## config.mk

```make
export PLATFORM = sky130hd
export DESIGN_NAME = fetch_unit
export DESIGN_NICKNAME = d
export VERILOG_FILES = /design/src/rtl/fetch_unit_pkg.sv /design/src/rtl/fetch_unit_fifo.sv /design/src/rtl/fetch_unit.sv
export SDC_FILE = /design/constraint.sdc
export NUM_CORES = 1
export LEC_CHECK = 0
export CORE_UTILIZATION = 40
export DETAILED_ROUTE_END_ITERATION = 10
export GPL_TIMING_DRIVEN = 0
export PLACE_DENSITY = 0.7
export SLEW_MARGIN = 5
export SYNTH_ARGS = -nofsm -noshare
export SYNTH_HDL_FRONTEND = slang
export SYNTH_SLANG_ARGS = --single-unit
```

## constraint.sdc

```tcl
create_clock -name clk -period 7.4 [get_ports clk]
set_input_delay 1.11 -clock clk [delete_from_list [all_inputs] [get_ports clk]]
set_output_delay 1.11 -clock clk [all_outputs]
set_load 0.02 [all_outputs]
```

## src/rtl/fetch_unit_pkg.sv

```systemverilog
// Shared constants for the RV32I instruction-fetch stage.
package fetch_unit_pkg;

  localparam logic [31:0] NOP_INST         = 32'h0000_0013;
  localparam logic [31:0] RESET_PC_DEFAULT = 32'h0000_0000;

endpackage

```

## src/rtl/fetch_unit_fifo.sv

```systemverilog
// Synchronous FIFO with flush and occupancy count.
// DEPTH does not need to be a power of two.
module fetch_fifo #(
  parameter int WIDTH = 32,
  parameter int DEPTH = 3,
  localparam int PTR_W = (DEPTH > 1) ? $clog2(DEPTH) : 1,
  localparam int CNT_W = $clog2(DEPTH + 1)
) (
  input  logic             clk,
  input  logic             rst,
  input  logic             push,
  input  logic [WIDTH-1:0] push_data,
  input  logic             pop,
  input  logic             flush,
  output logic [WIDTH-1:0] head,
  output logic [CNT_W-1:0] count
);

  logic [WIDTH-1:0] mem_q [DEPTH];
  logic [WIDTH-1:0] mem_d [DEPTH];
  logic [PTR_W-1:0] rd_ptr_q, rd_ptr_d;
  logic [PTR_W-1:0] wr_ptr_q, wr_ptr_d;
  logic [CNT_W-1:0] count_q, count_d;
  logic             do_push;
  logic             do_pop;

  function automatic logic [PTR_W-1:0] ptr_inc(input logic [PTR_W-1:0] p);
    return (p == PTR_W'(DEPTH - 1)) ? '0 : p + PTR_W'(1);
  endfunction

  // A full FIFO still accepts a push when the head leaves in the same cycle.
  always_comb begin
    do_pop   = pop && (count_q != '0);
    do_push  = push && ((count_q != CNT_W'(DEPTH)) || do_pop);
    mem_d    = mem_q;
    rd_ptr_d = rd_ptr_q;
    wr_ptr_d = wr_ptr_q;
    count_d  = count_q;
    if (flush) begin
      rd_ptr_d = '0;
      wr_ptr_d = '0;
      count_d  = '0;
    end else begin
      if (do_push) begin
        mem_d[wr_ptr_q] = push_data;
        wr_ptr_d        = ptr_inc(wr_ptr_q);
      end
      if (do_pop) begin
        rd_ptr_d = ptr_inc(rd_ptr_q);
      end
      count_d = count_q + CNT_W'(do_push) - CNT_W'(do_pop);
    end
  end

  always_ff @(posedge clk) begin
    if (rst) begin
      rd_ptr_q <= '0;
      wr_ptr_q <= '0;
      count_q  <= '0;
    end else begin
      rd_ptr_q <= rd_ptr_d;
      wr_ptr_q <= wr_ptr_d;
      count_q  <= count_d;
    end
    mem_q <= mem_d;
  end

  assign head  = mem_q[rd_ptr_q];
  assign count = count_q;

endmodule

```

## src/rtl/fetch_unit.sv

```systemverilog
// IF stage: sequential PC generation, credit-limited imem requests,
// instruction buffering toward ID, and redirect/flush handling.
module fetch_unit
  import fetch_unit_pkg::*;
#(
  parameter int                  INST_LEN = 32,
  parameter int                  DATA_LEN = 32,
  parameter logic [DATA_LEN-1:0] RESET_PC = RESET_PC_DEFAULT,
  parameter int                  DEPTH    = 3
) (
  input  logic                clk,
  input  logic                rst,
  output logic                imem_req_valid,
  input  logic                imem_req_ready,
  output logic [DATA_LEN-1:0] imem_req_addr,
  input  logic                imem_resp_valid,
  input  logic [INST_LEN-1:0] imem_resp_data,
  input  logic                redirect_valid,
  input  logic [DATA_LEN-1:0] redirect_pc,
  output logic                id_valid,
  input  logic                id_ready,
  output logic [INST_LEN-1:0] id_inst,
  output logic [DATA_LEN-1:0] id_pc
);

  localparam int CNT_W = $clog2(DEPTH + 1);
  localparam int IQ_W  = INST_LEN + DATA_LEN;

  logic [DATA_LEN-1:0] fetch_pc_q, fetch_pc_d;
  logic [CNT_W-1:0]    drop_cnt_q, drop_cnt_d;
  logic [CNT_W-1:0]    outstanding;
  logic [CNT_W-1:0]    outstanding_next;
  logic [CNT_W-1:0]    iq_count;
  logic [CNT_W:0]      credits_used;
  logic [DATA_LEN-1:0] pcq_head;
  logic [IQ_W-1:0]     iq_head;
  logic                req_fire;
  logic                iq_push;
  logic                iq_pop;

  // The PC queue holds exactly one entry per in-flight request, so its
  // count is the outstanding-request counter.
  assign credits_used   = {1'b0, outstanding} + {1'b0, iq_count};
  assign imem_req_valid = !rst && (credits_used < (CNT_W + 1)'(DEPTH));
  assign imem_req_addr  = fetch_pc_q;
  assign req_fire       = imem_req_valid && imem_req_ready;

  assign iq_push = imem_resp_valid && (drop_cnt_q == '0) && !redirect_valid;
  assign iq_pop  = id_valid && id_ready && !redirect_valid;

  assign id_valid = (iq_count != '0);
  assign id_inst  = id_valid ? iq_head[IQ_W-1:DATA_LEN] : INST_LEN'(NOP_INST);
  assign id_pc    = id_valid ? iq_head[DATA_LEN-1:0] : '0;

  // On redirect every request still in flight, including one accepted this
  // cycle, belongs to the old path and must be discarded on return.
  always_comb begin
    outstanding_next = outstanding + CNT_W'(req_fire) - CNT_W'(imem_resp_valid);
    fetch_pc_d       = fetch_pc_q;
    drop_cnt_d       = drop_cnt_q;
    if (redirect_valid) begin
      fetch_pc_d = redirect_pc & ~DATA_LEN'(3);
      drop_cnt_d = outstanding_next;
    end else begin
      if (req_fire) begin
        fetch_pc_d = fetch_pc_q + DATA_LEN'(4);
      end
      if (imem_resp_valid && (drop_cnt_q != '0)) begin
        drop_cnt_d = drop_cnt_q - CNT_W'(1);
      end
    end
  end

  always_ff @(posedge clk) begin
    if (rst) begin
      fetch_pc_q <= RESET_PC;
      drop_cnt_q <= '0;
    end else begin
      fetch_pc_q <= fetch_pc_d;
      drop_cnt_q <= drop_cnt_d;
    end
  end

  fetch_fifo #(
    .WIDTH (DATA_LEN),
    .DEPTH (DEPTH)
  ) u_pc_queue (
    .clk       (clk),
    .rst       (rst),
    .push      (req_fire),
    .push_data (fetch_pc_q),
    .pop       (imem_resp_valid),
    .flush     (1'b0),
    .head      (pcq_head),
    .count     (outstanding)
  );

  fetch_fifo #(
    .WIDTH (IQ_W),
    .DEPTH (DEPTH)
  ) u_inst_queue (
    .clk       (clk),
    .rst       (rst),
    .push      (iq_push),
    .push_data ({imem_resp_data, pcq_head}),
    .pop       (iq_pop),
    .flush     (redirect_valid),
    .head      (iq_head),
    .count     (iq_count)
  );

endmodule

```

==> metrics.cfg, run 1 <==
[cts]
clock_sinks = 320
cts_hold_buf = 0
cts_setup_buffers = 0
root_buffer = clkbuf_16
clkSlewWorstSetupHoldPaths_ns = 0.06
clk_latency_ns = 0.51
htree_levels = 2
cts_resized = 0
numCtsBuffers = 34
cts_tree = built
max-clock-path-buffers = 3

[yosys]
synth_top_area_share_pct = 64.6
synth-seq-cells = 320
synth_top_family_by_area = simple AND/OR/NAND/NOR gates
ys_seq_area_share_pct = 71.4
synth.area.top_cells = edfxtp_1 65%, mux2i_1 7.3%, dfxtp_1 6.9%
yosys_warnings = 0
synth_edf_count = 276
synth_cells = 948
synth-simple-area-share_pct = 9.37
synth_fa_ha_area_share_pct = 1.03
synthArstFlopShare_pct = 0
synth_common_cells = 276 x edfxtp_1, 159 x nor2_1, 93 x mux2i_1, 78 x a21oi_1, 52 x nand2_1
synth_compound_area_share_pct = 6.27
syn_area_um2 = 12800
syn_avg_cell_area_um2 = 13.5
yosysUniqueCellTypes = 37
synth_xor_area_share_pct = 2.32
synth_ff_type = edfxtp_1
synthMuxAreaShare_pct = 7.25
yosysMostFrequentCell = edfxtp_1
yosysTopAreaCell = edfxtp_1

[critical_path]
rr_startpoint = u_pc_queue.count[0]
required_ns = 6.29
max_stage_delay_ns = 0.66
worstSetupEndpointType = output port
path_cells = clkbuf_1, buf_1, mux2i_1, nor2_1, a21oi_1, nor2_1, clkdlybuf4s50_1
cp_top_family = buffers and inverters
ff2ff_path_depth = 7
r2r_slack_ns = 3.87
crit_type = flip-flop to output port
cp-startpoint = u_inst_queue.rd_ptr_q[0]
path_buf_inv = 3
crit_arrival_ns = 3.20
cp_slowest_cell = buf_1
path_depth = 7
cpMostUsedCell = nor2_1
worstPathMaxFanout = 10
startpoint_type = flip-flop

[power]
total_power_w = 0.00430
p_per_area_nw_per_um2 = 263
irDropWorstVdd_uv = 145
leakage_nw = 5.42

[min_path]
min_path_type = flip-flop to flip-flop
holdPathStages = 0
hold_start = imem_req_addr[31]

[floorplan]
die_y_um = 181
row_count = 65
die-area_um2 = 32800
core_um2 = 31600
io_pins = 168
chipWidth_um = 181
start_util_pct = 40.7

[global_route]
track_usage_pct = 17.0
grt_pass1_vias = 7843
antenna_found_initial = 0
grt_start_max_net_pins = 15
grt-ovfl-total = 0
grt_pass1_wl_mm = 43.0

[finish]
nFillCells = 2672
drive_gt1_share_pct = 7.93
area_delta_synth_final_pct = 27.3
final_util_pct = 51.8
diodes = 0
fin_area_um2 = 16300
nNetsFinal = 1255
fin_cells = 1600

[sta]
hold_violations = 0
skew_ns = 0.0213
final.setup.tns_ns = 0
min_period_ns = 4.31
setup_viol = 0
period_share_pct = 58.3
drv_slew = 0
max_freq_mhz = 232
tightest_slew_ns = 0.917
rsz0062_at_grt = no
maxSlewHeadroom_pct = 38.6

[job]
maxCapViolations = 0

[place]
dp_cells = 1541
hpwl_mm = 19.6
dpl_cell_area_um2 = 15300
io_buffers = 161
gp_congestion = 0.823

[detailed_routing]
drt_drc_violations_left = 0
final_antenna_net_count = 0
via_per_inst = 5.01
first_pass_iters = 5
avgRoutedWirePerCell_um = 17.4
wirelength_mm = 27.8
drt-initial-drc-count = 395
via_count = 8010

[run_status]
outcome = finished clean

-- routing by layer --
metal	wire length, um	track usage (%)
met5	0	0
met4	437	4.47
met3	1260	2.78
met2	13400	28.7
met1	12700	22.8
-- worst reg2reg max path, cell delays in order, from the launching register on --
cell and delay, ns:
dfxtp_1 0.34, ha_1 0.22, fa_1 0.49, a211oi_4 0.50, o211ai_1 0.37, nor3b_2 0.83, buf_8 0.24, buf_4 0.23
-- kinds of logic after synthesis --
logic type,Yosys count
adders and majority gates,10
AOI/OAI and AO/OA,143
DFF,320
other,1
and+or+nand+nor,274
xor gates and xnor gates,34
muxes,93
buffers and inverters,73
-- report_power, final --
part	internal (W)	leakage (nW)	total, W	switching, W
logic	0.000218	2.00	0.000515	0.000297
registers	0.00209	2.89	0.00214	0.0000518
clock network	0.000995	0.529	0.00164	0.000649
total	0.00330	5.42	0.00430	0.000998
-- flip-flops by register name, indices dropped and copies added, names as in the netlist --
signal	flops
u_inst_queue.mem_q	186
u_pc_queue.mem_q	90
u_inst_queue.count	2
drop_cnt_q	2
imem_req_addr	30
u_pc_queue.count	2
u_inst_queue.rd_ptr_q	2
u_inst_queue.wr_ptr_q	2
u_pc_queue.rd_ptr_q	2
u_pc_queue.wr_ptr_q	2
-- per-stage QoR --
step / setup slack, ns / hold WS (ns)
4_1_cts: 2.96 / 0.551
2_1_floorplan: 0.787 / 0.498
6_report: 3.09 / 0.553
3_3_place_gp: -2.80 / 0.508
3_5_place_dp: 3.32 / 0.543
5_1_grt: 2.88 / 0.572
-- layout by cell type, fill, tap and decap left out, types with 16 or more instances in the layout --
cell type	netlist	layout
a21oi_1	78	78
mux2i_1	93	93
nand2_1	52	52
dfxtp_1	44	44
buf_4	4	18
xnor2_1	17	17
nor2_1	159	158
clkdlybuf4s50_1	0	161
xor2_1	17	17
edfxtp_1	276	276
o21ai_0	36	36
inv_1	16	16
a211oi_1	23	23
clkbuf_16	0	34
clkbuf_1	38	45
-- final timing paths --
kind	endpoint
hold / removal	u_pc_queue.mem_q[95]
setup / recovery	id_pc[30]
hold reg to reg	u_pc_queue.mem_q[95]
setup reg to reg	u_pc_queue.mem_q[28]
-- area by class of cell --
class / count / area, um2 / area share, %
flip-flops and latches: 320 / 9170 / 56.1
well taps: 402 / 503 / 3.08
plain buffers: 57 / 238 / 1.45
inverters: 16 / 60.1 / 0.367
clock buffers: 42 / 891 / 5.45
multi-input cells: 558 / 3420 / 20.9
repair buffers: 188 / 1880 / 11.5
clock inverters: 17 / 193 / 1.18
(Power assumes the default switching activity.)
==> run 2, diff against run 1 <==
clock period = 4 ns   (was 7.4 ns; I/O delays follow)
==> metrics.cfg, run 2 (synthesis results as in run 1) <==
[power]
p_per_area_nw_per_um2 = 488  ; was 263 nW/um2
leakage_nw = 5.42  ; about the same
p_clk_share_pct = 38.5  ; was 38.2%
sw_frac_of_total_pct = 23.3  ; was 23.2%
pwr-share-seq_pct = 49.4  ; was 49.8%
switching_power_w = 0.00187  ; was 0.000998 W
p_comb_share_pct = 12.1  ; was 12.0%
power.internal_w = 0.00615  ; was 0.00330 W
total_power_w = 0.00802  ; was 0.00430 W
irDropWorstVdd_uv = 339  ; was 145 uV

[cts]
cts_hold_buf = 0  ; unchanged
clkSlewWorstSetupHoldPaths_ns = 0.06  ; about the same
htree_levels = 2  ; unchanged
cts_setup_buffers = 0  ; unchanged
numCtsBuffers = 34  ; unchanged
cts_tree = built  ; unchanged
max-clock-path-buffers = 3  ; unchanged
root_buffer = clkbuf_16  ; unchanged
cts_resized = 0  ; unchanged
clock_sinks = 320  ; unchanged
clk_latency_ns = 0.51  ; about the same

[place]
dp_cells = 1533  ; was 1541
pre_cts_slack_ns = 0.538  ; was 3.32 ns
dpl_cell_area_um2 = 15400  ; was 15300 um2
io_buffers = 161  ; unchanged
hpwl_mm = 19.6  ; about the same
gp_congestion = 0.787  ; was 0.823

[floorplan]
die-area_um2 = 32800  ; unchanged
row_count = 65  ; unchanged
die_y_um = 181  ; unchanged
chipWidth_um = 181  ; unchanged
io_pins = 168  ; unchanged
core_um2 = 31600  ; unchanged
start_util_pct = 40.7  ; unchanged

[critical_path]
worstPathMaxFanout = 10  ; unchanged
worstSetupEndpointType = output port  ; unchanged
required_ns = 3.40  ; was 6.29 ns
crit_arrival_ns = 2.99  ; was 3.20 ns
crit_type = flip-flop to output port  ; unchanged
startpoint_type = flip-flop  ; unchanged

[finish]
final_common_cell = edfxtp_1  ; unchanged
largest_reg_flops = 186  ; unchanged
fin_area_um2 = 16500  ; was 16300 um2
diodes = 0  ; unchanged
final_cell_mix = 276 x edfxtp_1, 161 x clkdlybuf4s50_1, 158 x nor2_1  ; unchanged
area_delta_synth_final_pct = 28.2  ; was 27.3%
nFillCells = 2689  ; was 2672
fin_cells = 1593  ; was 1600
drive_gt1_share_pct = 7.30  ; was 7.93%
nNetsFinal = 1247  ; was 1255
top_register = u_inst_queue.mem_q  ; unchanged
final_util_pct = 52.2  ; was 51.8%

[global_route]
grt_pass1_wl_mm = 43.6  ; was 43.0 mm
track_usage_pct = 17.1  ; was 17.0%
grt_start_max_net_pins = 17  ; was 15
antenna_found_initial = 0  ; unchanged
grt-ovfl-total = 0  ; unchanged
grt_pass1_vias = 7918  ; was 7843

[sta]
period_share_pct = 89.8
drv_slew = 0  ; unchanged
maxSlewHeadroom_pct = 34.9  ; was 38.6%
fin_ws_ns = 0.407  ; was 3.09 ns
min_period_ns = 3.59
max_freq_mhz = 278
hold_violations = 0  ; unchanged
setup_viol = 0  ; unchanged
rsz0062_at_grt = no  ; unchanged
tightest_slew_ns = 0.975  ; was 0.917 ns
skew_ns = 0.0187  ; was 0.0213 ns

[detailed_routing]
first_pass_iters = 7  ; was 5
via_per_inst = 4.98  ; was 5.01
final_antenna_net_count = 0  ; unchanged
wirelength_mm = 27.7  ; was 27.8 mm
avgRoutedWirePerCell_um = 17.4  ; about the same
drt_drc_violations_left = 0  ; unchanged
drt-initial-drc-count = 538  ; was 395
via_count = 7932  ; was 8010

[min_path]
min_path_type = flip-flop to flip-flop  ; unchanged

[job]
maxCapViolations = 0  ; unchanged

[run_status]
outcome = finished clean  ; unchanged

## run 2: cell count changes in the layout (fill, tap and decap cells not counted), sizes merged
| cell | change |
|---|---|
| clkbuf | -1 |
| clkinv | +2 |
| inv | +1 |
| buf | -9 |
## run 2: layout make-up
cell class / count / area (um2) / share of cell area, %
flip-flops and latches: 320 / 9170 / 55.7
multi-input cells: 558 / 3450 / 21.0
repair buffers: 180 / 1930 / 11.8
clock buffers: 40 / 905 / 5.50
well taps: 402 / 503 / 3.06
plain buffers: 57 / 239 / 1.45
clock inverters: 20 / 194 / 1.18
inverters: 16 / 60.1 / 0.365
## run 2: power groups by stage
stage | logic, W | registers (W) | clock network [W]
global placement | 0.000904 | 0.00404 | 0
global route | 0.00107 | 0.00398 | 0.00327
detailed placement | 0.000973 | 0.00404 | 0
finish | 0.000967 | 0.00396 | 0.00309
floorplan | 0.000547 | 0.00403 | 0
CTS | 0.000978 | 0.00397 | 0.00314
## run 2: stage by stage
stage	hold WS, ns	TNS (ns)
global placement	0.537	-438.69
finish	0.560	0
CTS	0.556	0
floorplan	0.526	0
detailed placement	0.545	0
global route	0.581	0
## run 2: worst paths after layout
kind | startpoint | end | slack [ns] | cells past startpoint
worst min-delay path | imem_req_addr[24] | u_pc_queue.mem_q[24] | 0.56 | 0
worst min register to register | imem_req_addr[24] | u_pc_queue.mem_q[24] | 0.56 | 0
worst max-delay path | u_inst_queue.rd_ptr_q[0] | id_pc[11] | 0.41 | 7
worst max register to register | u_inst_queue.count[0] | u_pc_queue.mem_q[25] | 0.65 | 7
## run 2: worst max-delay path, cell delays in order, from the launching register on
cell and delay [ns]:
dfxtp_1 0.34, clkbuf_1 0.55, buf_2 0.44, mux2i_1 0.13
nor2_1 0.09, a21oi_1 0.05, nor2_1 0.24, clkdlybuf4s50_1 0.66
## run 2: metal layers
| metal | share of wire, % | GRT usage [%] |
|---|---|---|
| met1 | 45 | 22.9 |
| met2 | 48 | 29.0 |
| met3 | 5.2 | 2.62 |
| met4 | 2.0 | 4.68 |
| met5 | 0 | 0 |
==> patch: new RTL, settings of run 2 <==
`INST_LEN`: 32 -> 16.
--- a/src/rtl/fetch_unit.sv
+++ b/src/rtl/fetch_unit.sv
@@ -3,7 +3,7 @@
 module fetch_unit
   import fetch_unit_pkg::*;
 #(
-  parameter int                  INST_LEN = 32,
+  parameter int                  INST_LEN = 16,
   parameter int                  DATA_LEN = 32,
   parameter logic [DATA_LEN-1:0] RESET_PC = RESET_PC_DEFAULT,
   parameter int                  DEPTH    = 3
Interface: changed (resized id_inst and imem_resp_data); port bits go from 168 to 136. The function was not compared with the original's and may differ.
==> patch against run 2 <==
- area after synthesis decreased by 12%
- via count decreased by 4.2%
- routed wire length decreased by 6.9%
- critical endpoint is now u_pc_queue.mem_q[91]
- global-route usage increased by 0.88 points
- register-to-register slack got worse by 0.39 ns
- power decreased by 16%
- cell count decreased by 9.1%
- setup slack got worse by 0.14 ns
- sequential cell count decreased by 48
- cell area decreased by 14%
==> patch: results (changes against run 2) <==
Routing
  – Wl on met1: 11.6 mm (was 12.4 mm)
  – Met3 WL: 1.72 mm (was 1.46 mm)
  – Vias per inst: 5.25 (was 4.98)
  – First drt pass iteration count: 5 (was 7)

GRT
  – Met2 Resource Use GR: 0.294 (was 0.290)
  – Met3 Use GR: 0.0293 (was 0.0262)
  – First-pass GRT wire length: 40.4 mm (was 43.6 mm)
  – Largest net degree at the start of global routing: 36 (was 17)
  – Vias in the first global route: 7,395 (was 7,918)

Place
  – Dpl cells: 1,396 (was 1,533)
  – Gpl congestion: 0.868 (was 0.787)
  – Dpl hpwl: 17.6 mm (was 19.6 mm)

Power
  – Maximum VDD drop: 0.000341 V (was 0.000339 V)
  – Static leakage: 4.56 nW (was 5.42 nW)

Layout
  – Layout cells sized above 1: 0.0645 (was 0.0730)
  – Fillers: 2,435 (was 2,689)
  – Nets: 1,112 (was 1,247)

Synthesis
  – Post-synth EDFFs: 228 (was 276)
  – Register area share after synthesis: 0.683 (was 0.714)
  – Post-synth top cells: edfxtp_1, nor2_1, mux2i_1 (unchanged)
  – Synth cell types: 57 (was 37)
  – Area contributors post-synth: edfxtp_1, dfxtp_1, mux2i_1, nor2_1, a21oi_1 (was edfxtp_1, mux2i_1, dfxtp_1, nor2_1, a21oi_1)

Critical path
  – R2R setup slack: 0.26 ns (was 0.65 ns)
  – Crit-path slowest cell: clkinv_1 (was clkdlybuf4s50_1)
  – Max incr delay on CP: 0.93 ns (was 0.66 ns)

STA
  – Slew margin rel.: 0.174 (was 0.349)
  – Clk_skew: 0.00917 ns (was 0.0187 ns)
  – Final period utilization: 0.934 (was 0.898)

Min path
  – Min-delay src: u_pc_queue.wr_ptr_q[1] (was imem_req_addr[24])

Clock tree
  – Insertion delay to the later sink of the worst-skew pair: 0.54 ns (was 0.51 ns)

Status
  – Status: finished, final reports clean (unchanged)
## patch: metrics by stage
step | hold slack (ns) | util
after floorplan | 0.448 | -
after global placement | 0.458 | 0.472
after detailed placement | 0.479 | 0.477
after CTS | 0.488 | 0.509
after global routing | 0.531 | 0.509
final | 0.491 | 0.509
## patch: cells by family (layout without fill, tap and decap cells)
group / count (synthesis) / in the layout / synth area share
other: 1 / 4 / 0.000331
xor gates and xnor gates: 14 / 14 / 0.0108
DFF: 272 / 272 / 0.683
buffers and inverters: 79 / 267 / 0.0277
and+or+nand+nor: 279 / 279 / 0.120
muxes: 76 / 76 / 0.0672
adders and majority gates: 10 / 10 / 0.0117
AOI/OAI and AO/OA: 148 / 148 / 0.0793
## patch: worst min-delay path, cell delays in order, from the launching register on
cell	delay, ns
dfxtp_1	0.32
nand2_1	0.06
a21oi_1	0.06
## patch: power by group
group	total, mW	leakage, nW	switching [mW]	internal (mW)
combinational	0.863	1.68	0.516	0.347
clock	2.49	0.427	1.04	1.44
sequential	3.40	2.45	0.101	3.30
total	6.75	4.56	1.66	5.09
## patch: final cells by class
class	instances	area [sq um]	share of cell area
buffer	53	218	0.0154
clock buffer	38	748	0.0529
clock inverter	14	138	0.00974
inverter	26	101	0.00717
multi-input combinational	531	3310	0.234
sequential	272	7730	0.547
tap	378	473	0.0335
timing repair buffer	136	1420	0.100
## patch: how the worst max path moves through the flow
stage,from,to,depth (start not counted)
5_1_grt,u_inst_queue.count[0],u_pc_queue.mem_q[91],7
3_3_place_gp,redirect_valid,u_inst_queue.mem_q[42],4
6_report,u_inst_queue.count[0],u_pc_queue.mem_q[91],7
3_5_place_dp,rst,u_pc_queue.mem_q[59],6
2_1_floorplan,u_pc_queue.count[0],u_pc_queue.mem_q[10],6
4_1_cts,u_inst_queue.rd_ptr_q[0],id_pc[30],8
